<file path="src/rtl/fb_id_stage.sv">
// Instruction-decode stage of the five-stage RV32I pipeline: decodes the IF word,
// reads/bypasses operands, detects load-use hazards and fills the ID/EX register.
module fb_id_stage #(
  parameter bit RESET_PC_ZERO = 1'b1
) (
  input  logic        clk,
  input  logic        reset,
  input  logic        flush,
  input  logic        if_valid,
  output logic        if_ready,
  input  logic [31:0] if_pc,
  input  logic [31:0] if_inst,
  output logic [4:0]  rf_raddr1,
  output logic [4:0]  rf_raddr2,
  input  logic [31:0] rf_rdata1,
  input  logic [31:0] rf_rdata2,
  input  logic        wb_we,
  input  logic [4:0]  wb_waddr,
  input  logic [31:0] wb_wdata,
  input  logic        ex_ready,
  output logic        ex_valid,
  output logic [31:0] ex_pc,
  output logic [31:0] ex_rs1_val,
  output logic [31:0] ex_rs2_val,
  output logic [31:0] ex_imm,
  output logic [4:0]  ex_rd,
  output logic        ex_rd_we,
  output logic [3:0]  ex_alu_op,
  output logic [3:0]  ex_opclass,
  output logic        ex_illegal
);

  localparam int DATA_W = 32;

  localparam logic [6:0] OPC_LUI    = 7'b0110111;
  localparam logic [6:0] OPC_AUIPC  = 7'b0010111;
  localparam logic [6:0] OPC_JAL    = 7'b1101111;
  localparam logic [6:0] OPC_JALR   = 7'b1100111;
  localparam logic [6:0] OPC_BRANCH = 7'b1100011;
  localparam logic [6:0] OPC_LOAD   = 7'b0000011;
  localparam logic [6:0] OPC_STORE  = 7'b0100011;
  localparam logic [6:0] OPC_OPIMM  = 7'b0010011;
  localparam logic [6:0] OPC_OP     = 7'b0110011;

  localparam logic [3:0] CLS_NONE   = 4'b0000;
  localparam logic [3:0] CLS_ALU    = 4'b0001;
  localparam logic [3:0] CLS_LOAD   = 4'b0010;
  localparam logic [3:0] CLS_STORE  = 4'b0100;
  localparam logic [3:0] CLS_BRANCH = 4'b1000;
  localparam logic [3:0] ALU_ADD    = 4'b0000;

  // Writeback data written this cycle is not yet visible in the register file.
  function automatic logic [DATA_W-1:0] bypass(
    input logic [4:0]        rs,
    input logic [DATA_W-1:0] rf_data,
    input logic              we,
    input logic [4:0]        waddr,
    input logic [DATA_W-1:0] wdata
  );
    if (rs == 5'd0)
      return '0;
    else if (we && (waddr == rs))
      return wdata;
    else
      return rf_data;
  endfunction

  logic [6:0]               opcode_p0;
  logic [2:0]               funct3_p0;
  logic [4:0]               rs1_p0;
  logic [4:0]               rs2_p0;
  logic [4:0]               rd_p0;
  logic signed [DATA_W-1:0] imm_p0;
  logic                     uses_rs1_p0;
  logic                     uses_rs2_p0;
  logic [3:0]               cls_p0;
  logic                     rd_we_dec_p0;
  logic                     rd_we_p0;
  logic [3:0]               alu_op_p0;
  logic                     illegal_p0;
  logic [DATA_W-1:0]        rs1_val_p0;
  logic [DATA_W-1:0]        rs2_val_p0;

  logic                     vld_p1;
  logic [DATA_W-1:0]        pc_p1;
  logic [DATA_W-1:0]        rs1_val_p1;
  logic [DATA_W-1:0]        rs2_val_p1;
  logic signed [DATA_W-1:0] imm_p1;
  logic [4:0]               rd_p1;
  logic                     rd_we_p1;
  logic [3:0]               alu_op_p1;
  logic [3:0]               cls_p1;
  logic                     illegal_p1;

  logic advance;
  logic hazard;

  // ---- stage p0: decode of the IF word ----
  assign opcode_p0 = if_inst[6:0];
  assign funct3_p0 = if_inst[14:12];
  assign rd_p0     = if_inst[11:7];
  assign rs1_p0    = if_inst[19:15];
  assign rs2_p0    = if_inst[24:20];

  assign rf_raddr1 = rs1_p0;
  assign rf_raddr2 = rs2_p0;

  always_comb begin
    imm_p0       = '0;
    uses_rs1_p0  = 1'b0;
    uses_rs2_p0  = 1'b0;
    cls_p0       = CLS_NONE;
    rd_we_dec_p0 = 1'b0;
    alu_op_p0    = ALU_ADD;
    illegal_p0   = 1'b0;
    case (opcode_p0)
      OPC_LUI, OPC_AUIPC: begin
        imm_p0       = $signed({if_inst[31:12], 12'b0});
        cls_p0       = CLS_ALU;
        rd_we_dec_p0 = 1'b1;
      end
      OPC_JAL: begin
        imm_p0       = $signed({{11{if_inst[31]}}, if_inst[31], if_inst[19:12],
                                if_inst[20], if_inst[30:21], 1'b0});
        cls_p0       = CLS_BRANCH;
        rd_we_dec_p0 = 1'b1;
        alu_op_p0    = {1'b0, funct3_p0};
      end
      OPC_JALR: begin
        imm_p0       = $signed({{20{if_inst[31]}}, if_inst[31:20]});
        uses_rs1_p0  = 1'b1;
        cls_p0       = CLS_BRANCH;
        rd_we_dec_p0 = 1'b1;
        alu_op_p0    = {1'b0, funct3_p0};
      end
      OPC_BRANCH: begin
        imm_p0       = $signed({{19{if_inst[31]}}, if_inst[31], if_inst[7],
                                if_inst[30:25], if_inst[11:8], 1'b0});
        uses_rs1_p0  = 1'b1;
        uses_rs2_p0  = 1'b1;
        cls_p0       = CLS_BRANCH;
        alu_op_p0    = {1'b0, funct3_p0};
      end
      OPC_LOAD: begin
        imm_p0       = $signed({{20{if_inst[31]}}, if_inst[31:20]});
        uses_rs1_p0  = 1'b1;
        cls_p0       = CLS_LOAD;
        rd_we_dec_p0 = 1'b1;
      end
      OPC_STORE: begin
        imm_p0       = $signed({{20{if_inst[31]}}, if_inst[31:25], if_inst[11:7]});
        uses_rs1_p0  = 1'b1;
        uses_rs2_p0  = 1'b1;
        cls_p0       = CLS_STORE;
      end
      OPC_OPIMM: begin
        imm_p0       = $signed({{20{if_inst[31]}}, if_inst[31:20]});
        uses_rs1_p0  = 1'b1;
        cls_p0       = CLS_ALU;
        rd_we_dec_p0 = 1'b1;
        // Only the shift-right pair uses inst[30] as an opcode bit; elsewhere it is imm.
        alu_op_p0    = {(funct3_p0 == 3'b101) ? if_inst[30] : 1'b0, funct3_p0};
      end
      OPC_OP: begin
        uses_rs1_p0  = 1'b1;
        uses_rs2_p0  = 1'b1;
        cls_p0       = CLS_ALU;
        rd_we_dec_p0 = 1'b1;
        alu_op_p0    = {if_inst[30], funct3_p0};
      end
      default: begin
        illegal_p0   = 1'b1;
      end
    endcase
  end

  assign rd_we_p0   = rd_we_dec_p0 && (rd_p0 != 5'd0);
  assign rs1_val_p0 = bypass(rs1_p0, rf_rdata1, wb_we, wb_waddr, wb_wdata);
  assign rs2_val_p0 = bypass(rs2_p0, rf_rdata2, wb_we, wb_waddr, wb_wdata);

  // A load in ID/EX cannot forward in time to a dependent instruction behind it.
  assign advance  = !vld_p1 || ex_ready;
  assign hazard   = if_valid && vld_p1 && cls_p1[1] && (rd_p1 != 5'd0) &&
                    ((uses_rs1_p0 && (rs1_p0 == rd_p1)) ||
                     (uses_rs2_p0 && (rs2_p0 == rd_p1)));
  assign if_ready = flush || (advance && !hazard);

  // ---- stage p1: ID/EX register ----
  always_ff @(posedge clk or negedge reset) begin
    if (!reset) begin
      vld_p1     <= 1'b0;
      pc_p1      <= '0;
      rs1_val_p1 <= '0;
      rs2_val_p1 <= '0;
      imm_p1     <= '0;
      rd_p1      <= '0;
      rd_we_p1   <= 1'b0;
      alu_op_p1  <= '0;
      cls_p1     <= '0;
      illegal_p1 <= 1'b0;
    end else if (flush) begin
      vld_p1 <= 1'b0;
      if (RESET_PC_ZERO) pc_p1 <= '0;
    end else if (advance) begin
      if (!hazard && if_valid) begin
        vld_p1     <= 1'b1;
        pc_p1      <= if_pc;
        rs1_val_p1 <= rs1_val_p0;
        rs2_val_p1 <= rs2_val_p0;
        imm_p1     <= imm_p0;
        rd_p1      <= rd_p0;
        rd_we_p1   <= rd_we_p0;
        alu_op_p1  <= alu_op_p0;
        cls_p1     <= cls_p0;
        illegal_p1 <= illegal_p0;
      end else begin
        vld_p1 <= 1'b0;
        if (RESET_PC_ZERO) pc_p1 <= '0;
      end
    end
  end

  assign ex_valid   = vld_p1;
  assign ex_pc      = pc_p1;
  assign ex_rs1_val = rs1_val_p1;
  assign ex_rs2_val = rs2_val_p1;
  assign ex_imm     = imm_p1;
  assign ex_rd      = rd_p1;
  assign ex_rd_we   = rd_we_p1;
  assign ex_alu_op  = alu_op_p1;
  assign ex_opclass = cls_p1;
  assign ex_illegal = illegal_p1;

endmodule

</file>
<file path="config.mk">
export PLATFORM = sky130hd
export DESIGN_NAME = fb_id_stage
export DESIGN_NICKNAME = d
export VERILOG_FILES = /design/src/rtl/fb_id_stage.sv
export SDC_FILE = /design/constraint.sdc
export NUM_CORES = 1
export LEC_CHECK = 0
export CAP_MARGIN = 25
export CORE_MARGIN = 1.5
export CORE_UTILIZATION = 43
export CTS_CLUSTER_SIZE = 14
export DETAILED_ROUTE_END_ITERATION = 8
export PLACE_DENSITY = 0.79
export SLEW_MARGIN = 20
export SYNTH_ARGS = -nofsm -noshare
export SYNTH_HDL_FRONTEND = slang
export SYNTH_SLANG_ARGS = --single-unit
</file>
<file path="constraint.sdc">
create_clock -name clk -period 2.57 [get_ports clk]
set_input_delay 0.3855 -clock clk [delete_from_list [all_inputs] [get_ports clk]]
set_output_delay 0.3855 -clock clk [all_outputs]
set_load 0.03 [all_outputs]
</file>
==> Word-level counts from Yosys, hierarchy flattened <==
Cells that the tools add are included.
{ "classes": {"bitwise": 1, "eq_ne": 14, "reduce_logical": 30, "n_mux": 18} }
{ "ops": {"columns": ["op", "n"], "rows": [
  ["$mux W32", 7],
  ["$pmux W32 S5", 1],
  ["$eq A7 B6 Y1 const B", 3],
  ["$eq A7 B7 Y1 const B", 3],
  ["$eq A5 B5 Y1", 4],
  ["$pmux W4 S4", 1],
  ["$eq A7 B5 Y1 const B", 2],
  ["$pmux W4 S3", 1],
  ["$logic_and A1 B1 Y1", 11],
  ["$logic_not A5 Y1", 2],
  ["$reduce_bool A5 Y1", 2],
  ["$reduce_or A3 Y1", 3],
  ["$reduce_or A9 Y1", 1],
  ["$mux W1", 8],
  ["$eq A7 B2 Y1 const B", 1],
  ["$reduce_or A7 Y1", 1],
  ["$reduce_or A6 Y1", 1],
  ["$reduce_or A4 Y1", 1],
  ["$eq A3 B3 Y1 const B", 1],
  ["$logic_or A1 B1 Y1", 3],
  ["$reduce_and A3 Y1", 1],
  ["$logic_not A1 Y1", 2],
  ["$reduce_bool A2 Y1", 1],
  ["$reduce_or A2 Y1", 1],
  ["$not A1 Y1", 1]
]} }
{ "word_totals": {"word_cells": 73, "output_inout_bits": 155, "ff_bits": 144, "input_bits": 171} }

==> Depth between registers and ports, before layout <==
Gate-level depths: netlist of run 1.
{ "depth": {"word_depth": 11, "mapped_depth": 9, "depth_no_buf": 5} }

==> Worst setup path before layout of run 1 <==
Ideal clock, no wire load.
{ "synth_timing": {"path_kind": "reg2reg", "start": "reg rd_p1[1], in the netlist ex_rd[1]", "end": "reg rs1_val_p1[23], in the netlist ex_rs1_val[23]", "n_path_buf": 2, "t_required_ns": 2.445, "arrival_ns": 2.206, "path_slack_ns": 0.239, "period_less_slack_ns": 2.331, "path_stages_with_launch": 8, "setup_ns": 0.125, "cell_sequence": "dfrtp_1 -> or4_1 -> o2111ai_1 -> a21o_1 -> o2111a_1 -> buf_2 -> buf_2 -> mux2_2"} }
{ "synth_via": {"elab_chain_cells": 7, "elab_cells_between_ends": 11, "cone_classes": "eq/ne: 2; reduce/logical: 9"} }
{ "synth_lines": {"columns": ["item", "line_no", "text"], "rows": [
  ["from (decl)", "89", "logic [4:0] rd_p1;"],
  ["from (signal assigned)", "211", "rd_p1 <= rd_p0;"],
  ["$eq A5 B5 Y1, on equally long branches", "184, 185", null],
  ["$logic_and A1 B1 Y1, on equally long branches", "184, 185", null],
  ["$logic_or A1 B1 Y1", "184", "((uses_rs1_p0 && (rs1_p0 == rd_p1)) ||"],
  ["$logic_and A1 B1 Y1 (*)", "183", "assign hazard = if_valid && vld_p1 && cls_p1[1] && (rd_p1 != 5'd0) &&"],
  ["$logic_not A1 Y1 (*)", "205", "if (!hazard && if_valid) begin"],
  ["$logic_and A1 B1 Y1 (*)", "205", null],
  ["$reduce_and A3 Y1 (no line) (*)", null, null],
  ["to (signal assigned)", "208", "rs1_val_p1 <= rs1_val_p0;"],
  ["to (decl)", "86", "logic [DATA_W-1:0] rs1_val_p1;"]
]} }
Mark *: on every way between the ends. The rest lies on a longest branch, timed or not.
A chain may end at the register's enable or synchronous reset.

==> Worst setup path after layout of run 1 <==
{ "layout_timing": {"start": "in if_inst[4]", "end": "out if_ready"} }
{ "layout_via": {"elab_chain_cells": 9, "elab_cells_between_ends": 17, "cone_classes": "eq/ne: 6; mux: 2; reduce/logical: 9"} }
{ "layout_lines": {"columns": ["item", "line_no", "text"], "rows": [
  ["from (decl)", "12", "input logic [31:0] if_inst,"],
  ["$eq A7 B6 Y1, or another cell as far along", "116", "case (opcode_p0)"],
  ["$reduce_or A6 Y1 (no line) or $reduce_or A3 Y1 (tied branches)", null, null],
  ["$mux W1", "116", null],
  ["$logic_and A1 B1 Y1, on equally long branches", "184, 185", null],
  ["$logic_or A1 B1 Y1 (*)", "184", null],
  ["$logic_and A1 B1 Y1 (*)", "183", null],
  ["$logic_not A1 Y1 (*)", "186", "assign if_ready = flush || (advance && !hazard);"],
  ["$logic_and A1 B1 Y1 (*)", "186", null],
  ["$logic_or A1 B1 Y1 (*)", "186", null],
  ["to (decl)", "10", "output logic if_ready,"]
]} }
Marks and branches as above.

==> results of run 1 <==
[power breakdown]
group / switching (µW) / leakage [µW] / internal, µW
sequential: 149 / 0.00184 / 2520
clock: 1120 / 0.000299 / 1400
combinational: 1150 / 0.00268 / 1050
[critical path: stages]
cell,delay [ps]
clkdlybuf4s50_1,510
nand2b_4,190
or4_4,430
a21o_1,190
o21ai_0,160
nand2_1,70
clkbuf_4,180
[worst paths after layout]
kind / end / depth (start not counted) / start / slack [ps]
max: if_ready / 7 / if_inst[4] / 60
min: ex_pc[21]$_DFFE_PN0P_ / 2 / reset / 460
max reg2reg: ex_rs2_val[12]$_DFFE_PN0P_ / 7 / ex_rd[2]$_DFFE_PN0P_ / 70
min reg2reg: ex_rs1_val[4]$_DFFE_PN0P_ / 1 / ex_rs1_val[4]$_DFFE_PN0P_ / 490
max in group asynchronous: ex_rs1_val[2]$_DFFE_PN0P_ / 3 / reset / 1450
min in group clk: ex_rs1_val[4]$_DFFE_PN0P_ / 1 / ex_rs1_val[4]$_DFFE_PN0P_ / 490
[cell families (layout without fill, tap and decap cells)]
kind of cell,after synthesis,in the layout
simple gates,123,123
buf+inv,101,456
compound gates,203,203
flops,144,144
xor+xnor,20,20
mux,111,111
[cells in the mapped netlist (3+ instances only)]
cell type	instances	area, µm²
dfrtp_1	144	3600
a21oi_1	85	425
o21ai_0	67	335
nand3_1	65	325
mux2_2	61	687
clkbuf_1	39	146
a22o_1	36	315
inv_1	34	128
mux2i_1	31	310
mux2_1	19	214
nand2_1	18	67.6
buf_2	11	55.1
buf_4	10	75.1
xnor2_1	10	87.6
xor2_1	10	87.6
nor2_1	9	33.8
buf_6	7	78.8
nor3_1	5	25.0
a21o_1	4	30.0
and2_1	4	25.0
or4_1	3	22.5
[timing repair]
item	in CTS	in global routing
endpoints found under the hold margin	46	0
hold buffers	1	0
resized for setup	7	5
pin swaps	1	0
setup endpoints to repair	1	11
cloned	0	1
buffers inserted	0	1
[final cells by class]
type | count | area, µm² | share of cell area [%]
flip-flops and latches | 144 | 3600 | 30.4
clock inverters | 15 | 180 | 1.52
clock buffers | 17 | 425 | 3.59
inverters | 34 | 128 | 1.08
multi-input cells | 457 | 3290 | 27.8
repair buffers | 390 | 3940 | 33.3
well taps | 220 | 275 | 2.32
[state kept, by name, indices dropped and copies added, names as in the netlist]
register	count
ex_imm	32
ex_pc	32
ex_rs1_val	32
ex_rs2_val	32
ex_rd	5
ex_alu_op	4
ex_opclass	4
ex_illegal	1
ex_rd_we	1
ex_valid	1
[routing by layer]
metal  global-route usage [%]  vias up
met4                     12.1        0
met1                     36.1     3430
li1                         -     3201
met2                     45.9      358
met3                     6.85       63
met5                        0        -
[through the flow]
stage	TNS, ps	total power, µW	instances	worst slack (ps)
finish	0	7400	1277	60.3
CTS	0	7440	1275	60.7
floorplan	0	3750	702	239
global route	-5.65	7690	1277	-5.65
detailed placement	-39190	4900	1242	-370
global placement	-23930	4860	1242	-280
==> flow_metrics.env, run 1 <==
export IMPL_crit_required_ps=2180
export IMPL_crit_type="input pin to primary output"
export IMPL_final_util_pct=71.4
export IMPL_cts_tree="yes"
export IMPL_p_leak_uw=0.00481
export IMPL_vdd_drop_max_mv=0.462
export IMPL_dieArea_um2=17800
export IMPL_grt_pass1_wl_mm=39.0
export IMPL_core_um2=16600
export IMPL_synthArstFlopShare_pct=100
export IMPL_grt_overflow_total=0
export IMPL_die_h_um=133
export IMPL_synthCells=702
export IMPL_antenna_cells=0
export IMPL_setup_viol=0
export IMPL_clock_skew_ps=16.6
export IMPL_grt_max_degree=52
export IMPL_cts_htree_levels=4
export IMPL_dpl_cell_area_um2=11200
export IMPL_min_period_ps=2510
export IMPL_synth_flop_cell="dfrtp_1"
export IMPL_synth_seq_cells=144
export IMPL_antenna_found_initial=0
export IMPL_drive_gt1_share_pct=16.1
export IMPL_met3_wirelength_mm=1.92
export IMPL_grt_pass1_vias=7113
export IMPL_synth_mux_area_share_pct=16.5
export IMPL_viasPerCell=5.52
export IMPL_status="finished clean"
export IMPL_numCtsBuffers=17
export IMPL_hold_viol=0
export IMPL_synth_xor_xnor_area_share_pct=2.39
export IMPL_startpoint_type="input pin"
export IMPL_cp_data_arrival_time_ps=2120
export IMPL_grt_usage_pct=28.3
export IMPL_wl_met2_mm=12.3
export IMPL_avgSynthCellArea_um2=10.4
export IMPL_cp_end_kind="primary output"
export IMPL_slew_viol_final=0
export IMPL_synth_edff_count=0
export IMPL_hold_ws_ps=458
export IMPL_n_fill_cell=1280
export IMPL_gp_congestion=1.00
export IMPL_final_antenna_net_count=0
export IMPL_synth_top_family_by_area="multiplexers"
export IMPL_vias=7052
export IMPL_root_buffer="clkbuf_16"
export IMPL_nets=1215
export IMPL_area_delta_synth_final_pct=61.8
export IMPL_synth_cell_types=43
export IMPL_ys_warn_count=0
export IMPL_drtIter0Drc=593
export IMPL_io_pins=326
export IMPL_rows=47
export IMPL_powerDensity_nw_per_um2=625
export IMPL_syn_area_um2=7320
export IMPL_top_layer_used="met4"
export IMPL_drv_cap=0
export IMPL_clk_path_buf_depth=2
export IMPL_die_w_um=133
export IMPL_clkLatencyLatePin_ps=430
export IMPL_fmax_ghz=0.398
export IMPL_clock_sinks=144
export IMPL_hold_class="input pin to async pin"
export IMPL_synth_fa_ha_area_share_pct=0
export IMPL_mostFrequentLayoutCell="clkdlybuf4s50_1"
export IMPL_path_max_fanout=4
export IMPL_port_buffers=325
export IMPL_hpwl_mm=18.5
export IMPL_worst_slew_pin_slew_ps=580
export IMPL_seq_area_frac_synth_pct=49.2
export IMPL_path_clk_slew_ps=80
export IMPL_fin_area_um2=11800
export IMPL_drc=0
export IMPL_initial_core_util_pct=44.2
export IMPL_routed_wl_mm=25.4
export IMPL_routedWlPerCell_um=19.9
export IMPL_mostFrequentLayoutCells="clkdlybuf4s50_1, dfrtp_1, a21oi_1, o21ai_0, nand3_1"
export IMPL_synthSimpleGateAreaFrac_pct=8.83
export IMPL_firstDrtPassIters=5
export IMPL_period_share_pct=97.7
export IMPL_relSlewSlack_pct=61.0
export IMPL_wl_met1_mm=10.3
export IMPL_syn_nets=873
export IMPL_synth_compound_area_share_pct=16.4
(Power assumes the default switching activity.)
==> inputs of run 2 (changes only) <==
CORE_MARGIN = default   (was 1.5)
SLEW_MARGIN = 30   (was 20)
==> run 2 against run 1 <==
Net effect:
- clock-buffer cell count stayed put
- non-clock buffer count is 1 lower
- flip-flop and latch count stayed put
- total power is 1.2% lower
- global-route usage is 1.3 points higher
- die area is 1.5% lower
- critical path type is now flip-flop to flip-flop
- critical endpoint is now ex_rs1_val[15]$_DFFE_PN0P_
==> flow_metrics.env, run 2 (same netlist as run 1, synthesis figures left out) <==
export IMPL_rows=47
export IMPL_slowest_stage="dfrtp_1"
export IMPL_grt_max_degree=56
export IMPL_numCtsBuffers=17
export IMPL_dpl_cell_area_um2=11100
export IMPL_routedWlPerCell_um=20.1
export IMPL_cp_end_kind="flip-flop"
export IMPL_status="finished clean"
export IMPL_place_ws_ps=-362
export IMPL_hpwl_mm=18.4
export IMPL_stdcell_count=1276
export IMPL_die_w_um=132
export IMPL_n_fill_cell=1252
export IMPL_crit_type="flip-flop to flip-flop"
export IMPL_drc=0
export IMPL_final_util_pct=70.8
export IMPL_port_buffers=325
export IMPL_grt_overflow_total=0
export IMPL_hold_viol=0
export IMPL_mostFrequentLayoutCell="clkdlybuf4s50_1"
export IMPL_p_clk_share_pct=33.4
export IMPL_path_cells="buf_4, xor2_1, nor4_1, buf_4, a22oi_1, buf_4, o2111a_4, buf_12, mux2_1"
export IMPL_clk_path_buf_depth=2
export IMPL_worst_slew_pin_slew_ps=553
export IMPL_vias=7098
export IMPL_drv_cap=0
export IMPL_min_period_ps=2470
export IMPL_cp_data_arrival_time_ps=2770
export IMPL_antenna_found_initial=0
export IMPL_mostFrequentLayoutCells="clkdlybuf4s50_1, dfrtp_1, a21oi_1, o21ai_0, nand3_1"
export IMPL_clock_skew_ps=13.5
export IMPL_die_h_um=132
export IMPL_path_max_fanout=41
export IMPL_root_buffer="clkbuf_16"
export IMPL_vdd_drop_max_mv=0.460
export IMPL_swShare_pct=33.3
export IMPL_cts_tree="yes"
export IMPL_grt_pass1_vias=7395
export IMPL_slew_viol_final=0
export IMPL_postCtsSetupBuffers=0
export IMPL_p_seq_share_pct=36.5
export IMPL_clkLatencyLatePin_ps=420
export IMPL_powerDensity_nw_per_um2=623
export IMPL_power_internal_uw=4880
export IMPL_max_stage_delay_ps=370
export IMPL_firstDrtPassIters=6
export IMPL_hold_class="input pin to async pin"
export IMPL_crit_required_ps=2870
export IMPL_clock_sinks=144
export IMPL_initial_core_util_pct=44.2
export IMPL_p_sw_uw=2430
export IMPL_fmax_ghz=0.405
export IMPL_rsz0062_at_grt="false"
export IMPL_viasPerCell=5.56
export IMPL_dieArea_um2=17600
export IMPL_antenna_cells=0
export IMPL_drtIter0Drc=454
export IMPL_grt_usage_pct=29.6
export IMPL_crit_top_cell="buf_4"
export IMPL_p_comb_share_pct=30.2
export IMPL_grt_pass1_wl_mm=40.1
export IMPL_final_antenna_net_count=0
export IMPL_p_leak_uw=0.00476
export IMPL_cts_htree_levels=4
export IMPL_gp_congestion=0.939
export IMPL_setup_viol=0
export IMPL_routed_wl_mm=25.6
export IMPL_io_pins=326
export IMPL_startpoint_type="flip-flop"
export IMPL_period_share_pct=96.0
export IMPL_relSlewSlack_pct=63.1
export IMPL_dp_cells=1242
export IMPL_critPathBufInv=4
export IMPL_crit_family="buffers and inverters"
export IMPL_area_delta_synth_final_pct=60.3
export IMPL_nets=1214
export IMPL_drive_gt1_share_pct=15.9
export IMPL_path_clk_slew_ps=70
export IMPL_fin_area_um2=11700
export IMPL_fin_ws_ps=103
export IMPL_core_um2=16600
[run 2: cell types whose count changed in the layout (fill, tap and decap cells not counted), sizes merged]
| cell | change |
|---|---|
| clkdlybuf4s50 | +2 |
| dlymetal6s2s | -2 |
| bufinv | -1 |
| clkbuf | -1 |
| clkinv | -1 |
| clkinvlp | +1 |
| inv | +1 |
[run 2: final timing paths]
check | start | endpoint | slack, ps | cells after the start
worst max-delay path | ex_rd[1]$_DFFE_PN0P_ | ex_rs1_val[15]$_DFFE_PN0P_ | 100 | 9
worst min-delay path | reset | ex_rs1_val[10]$_DFFE_PN0P_ | 490 | 2
max in group asynchronous | reset | ex_rs2_val[20]$_DFFE_PN0P_ | 1320 | 3
worst max register to register | ex_rd[1]$_DFFE_PN0P_ | ex_rs1_val[15]$_DFFE_PN0P_ | 100 | 9
worst min register to register | ex_rs1_val[14]$_DFFE_PN0P_ | ex_rs1_val[14]$_DFFE_PN0P_ | 490 | 1
min in group clk | ex_rs1_val[14]$_DFFE_PN0P_ | ex_rs1_val[14]$_DFFE_PN0P_ | 490 | 1
[run 2: cell type report]
| cell class | instances | area, µm² | area share (%) |
|---|---|---|---|
| Clock buffer | 17 | 425 | 3.62 |
| Clock inverter | 15 | 158 | 1.34 |
| Inverter | 34 | 128 | 1.09 |
| Multi-Input combinational cell | 457 | 3260 | 27.8 |
| Sequential cell | 144 | 3600 | 30.7 |
| Tap cell | 220 | 275 | 2.34 |
| Timing Repair Buffer | 389 | 3890 | 33.1 |
[run 2: metrics by stage]
step                power, µW  hold WS (ps)  TNS [ps]
CTS                      7350           490         0
floorplan                3750          89.9         0
global route             7600           510         0
global placement         4860           380    -22440
finish                   7310           488         0
detailed placement       4890           384    -34150
[run 2: power groups by stage]
stage / logic, µW / clock network (µW) / registers, µW
CTS: 2200 / 2490 / 2660
detailed placement: 2180 / 0 / 2700
finish: 2200 / 2440 / 2670
floorplan: 530 / 0 / 3220
global placement: 2160 / 0 / 2690
global route: 2310 / 2590 / 2700
[run 2: timing repair]
item	CTS	global route
resized for setup	8	2
endpoints found under the hold margin	51	0
gates cloned	0	1
pin swaps	1	0
hold buffers	1	0
endpoints found under the setup margin	1	10
[run 2: per-layer routing]
metal / routed length [µm] / share of wire (%) / up-vias / GRT usage, %
met4: 1270 / 5.0 / 0 / 16.8
met2: 12200 / 48 / 370 / 47.1
met3: 1860 / 7.3 / 80 / 6.86
met5: 0 / 0 / - / 0
met1: 10300 / 40 / 3438 / 37.0
li1: - / - / 3210 / -
==> inputs of run 3 (changes only) <==
--- a/config.mk
+++ b/config.mk
@@ -7,7 +7,8 @@
 export LEC_CHECK = 0
+export ABC_AREA = 1
 export CAP_MARGIN = 25
-export CORE_UTILIZATION = 43
+export CORE_UTILIZATION = 44
 export CTS_CLUSTER_SIZE = 14
 export DETAILED_ROUTE_END_ITERATION = 8
-export PLACE_DENSITY = 0.79
+export PLACE_DENSITY = 0.78
 export SLEW_MARGIN = 30
--- a/constraint.sdc
+++ b/constraint.sdc
@@ -3,2 +3,2 @@
 set_output_delay 0.3855 -clock clk [all_outputs]
-set_load 0.03 [all_outputs]
+set_load 0.05 [all_outputs]
==> run 3 against run 2 <==
Net effect:
- combinational power increased by 2%
- critical path depth increased by 1
- critical path type is now input pin to primary output
- critical endpoint is now if_ready
- design area increased by 4.1%
- flip-flop and latch count unchanged
- clock power increased by 14%
- register-to-register slack improved by 650 ps
- setup slack improved by 42 ps
- total power increased by 4.7%
- largest cell class unchanged
==> flow_metrics.env, run 3 <==
export IMPL_avgSynthCellArea_um2=6.70
export IMPL_routedWlPerCell_um=15.4
export IMPL_hold_class="flip-flop to flip-flop"
export IMPL_holdPathStages=2
export IMPL_root_buffer="clkbuf_16"
export IMPL_grt_usage_pct=28.7
export IMPL_mostFrequentLayoutCells="nand2_1, clkdlybuf4s50_1, nand3_1, nor2_1, dfrtp_1"
export IMPL_cts_resized=0
export IMPL_synth_top_area_cell="dfrtp_1"
export IMPL_rows=49
export IMPL_worstSetupStartpoint="if_inst[1]"
export IMPL_antenna_found_initial=2
export IMPL_synthCells=1200
export IMPL_grt_pass1_wl_mm=41.5
export IMPL_die_h_um=137
export IMPL_drive_gt1_share_pct=6.12
export IMPL_rsz0062_at_grt="false"
export IMPL_clkLatencyLatePin_ps=420
export IMPL_drtIter0Drc=646
export IMPL_powerDensity_nw_per_um2=626
export IMPL_clk_path_buf_depth=2
export IMPL_hold_viol=0
export IMPL_ys_warn_count=0
export IMPL_min_period_ps=2430
export IMPL_grt_pass1_vias=7877
export IMPL_dieArea_um2=18800
export IMPL_grt_overflow_total=0
export IMPL_yosysMostFrequentCell="nand2_1"
export IMPL_hold_buffers=1
export IMPL_drv_cap=0
export IMPL_rr_endpoint="ex_rs2_val[9]$_DFFE_PN0P_"
export IMPL_firstDrtPassIters=5
export IMPL_nets=1679
export IMPL_synth_area_top_cells="dfrtp_1, nand2_1, nand3_1"
export IMPL_hpwl_mm=19.2
export IMPL_initial_core_util_pct=44.8
export IMPL_tns_ps=0
export IMPL_r2r_cells=8
export IMPL_hold_path_end="ex_imm[16]$_DFFE_PN0P_"
export IMPL_r2r_setup_slack_ps=750
export IMPL_worst_slew_pin_slew_ps=663
export IMPL_gp_congestion=0.927
export IMPL_cts_tree="yes"
export IMPL_crit_required_ps=2180
export IMPL_routed_wl_mm=27.0
export IMPL_setup_viol=0
export IMPL_cp_data_arrival_time_ps=2040
export IMPL_slew_viol_final=0
export IMPL_status="finished clean"
export IMPL_p_leak_uw=0.00676
export IMPL_numCtsBuffers=17
export IMPL_mostFrequentLayoutCell="nand2_1"
export IMPL_crit_type="input pin to primary output"
export IMPL_vdd_drop_max_mv=0.485
export IMPL_path_max_fanout=4
export IMPL_final_antenna_net_count=0
export IMPL_viasPerCell=4.94
export IMPL_synth_cell_types=26
export IMPL_cts_htree_levels=4
export IMPL_startpoint_type="input pin"
export IMPL_synth_flop_cell="dfrtp_1"
export IMPL_path_clk_slew_ps=70
export IMPL_reg2reg_from="ex_rd[3]$_DFFE_PN0P_"
export IMPL_synth_common_cells="nand2_1, nand3_1, nor2_1"
export IMPL_relSlewSlack_pct=55.5
export IMPL_grt_max_degree=91
export IMPL_cp_end_kind="primary output"
export IMPL_yosysTopAreaCellShare_pct=44.8
export IMPL_syn_nets=1371
export IMPL_hold_ws_ps=469
export IMPL_period_share_pct=94.4
export IMPL_synth_edff_count=0
export IMPL_postCtsSetupBuffers=0
export IMPL_clock_skew_ps=13.5
export IMPL_drc=0
export IMPL_min_from="ex_imm[16]$_DFFE_PN0P_"
export IMPL_core_um2=18000
export IMPL_clock_sinks=144
export IMPL_synthArstFlopShare_pct=100
export IMPL_vias=8651
export IMPL_synth_seq_cells=144
export IMPL_area_delta_synth_final_pct=51.9
export IMPL_seq_area_frac_synth_pct=44.8
export IMPL_io_pins=326
export IMPL_die_w_um=137
export IMPL_fmax_ghz=0.412
export IMPL_syn_area_um2=8040
export IMPL_port_buffers=325
==> run 3: changes by cell type in the layout (fill, tap and decap cells not counted), moves of 8 or more <==
cell	before	now
nand3_1	65	159
a22o_1	36	0
xor2_1	10	0
buf_4	51	36
a21oi_1	85	11
inv_1	34	104
xnor2_1	10	2
o21ai_0	66	9
mux2_2	61	0
mux2i_1	31	0
inv_8	8	0
mux2_1	19	0
nor2_1	6	149
nand2_1	18	515
==> run 3: logic make-up (layout without fill, tap and decap cells) <==
kind of cell / after synthesis / in the layout / share of synthesized area (%)
AOI/OAI and AO/OA: 25 / 25 / 1.60
other: 0 / 1 / 0
DFF: 144 / 144 / 44.8
buffers and inverters: 183 / 503 / 10.7
and+or+nand+nor: 846 / 846 / 42.7
xor gates and xnor gates: 2 / 2 / 0.218
==> run 3: per-stage QoR <==
step / setup WS (ps) / cell area (µm²) / power (µW) / std cells / util (%)
detailed placement: 193 / 11600 / 4920 / 1717 / 64.3
global route: 11.8 / 12200 / 7970 / 1750 / 68.0
CTS: 174 / 12200 / 7710 / 1749 / 68.0
floorplan: 230 / 8040 / 3930 / 1200 / -
finish: 145 / 12200 / 7650 / 1750 / 68.0
global placement: 167 / 11600 / 4900 / 1717 / 64.3
==> run 3: metal layers <==
layer / routed length (µm) / GRT usage, %
met3: 2290 / 7.32
met5: 0 / 0
met4: 858 / 11.9
met1: 11200 / 36.6
met2: 12600 / 46.3
==> run 3: worst max-delay path by stage <==
stage / depth (start not counted) / endpoint
after floorplan: 5 / if_ready
after global placement: 10 / if_ready
after detailed placement: 9 / if_ready
after CTS: 10 / if_ready
after global routing: 9 / if_ready
final: 10 / if_ready
==> run 3: report_power, final <==
group	leakage, µW	internal [µW]	switching (µW)	total (µW)
Clock	0.000311	1740	1030	2770
Sequential	0.00188	2490	148	2630
Combinational	0.00456	822	1430	2250
Total	0.00676	5040	2610	7650
==> run 3: critical path: stages <==
cell             delay, ps
clkdlybuf4s50_1        450
nand2_1                140
inv_1                  110
nand2_1                110
a21oi_1                210
nand4_1                140
nand2_2                120
a31oi_1                 80
buf_4                  150
buf_12                 140
==> run 3: final cells by class <==
| type | count | area (µm²) |
|---|---|---|
| Antenna cell | 1 | 2.50 |
| Clock buffer | 17 | 425 |
| Clock inverter | 14 | 226 |
| Fill cell | 1580 | 5740 |
| Inverter | 107 | 402 |
| Multi-Input combinational cell | 873 | 3600 |
| Sequential cell | 144 | 3600 |
| Tap cell | 229 | 287 |
| Timing Repair Buffer | 365 | 3670 |
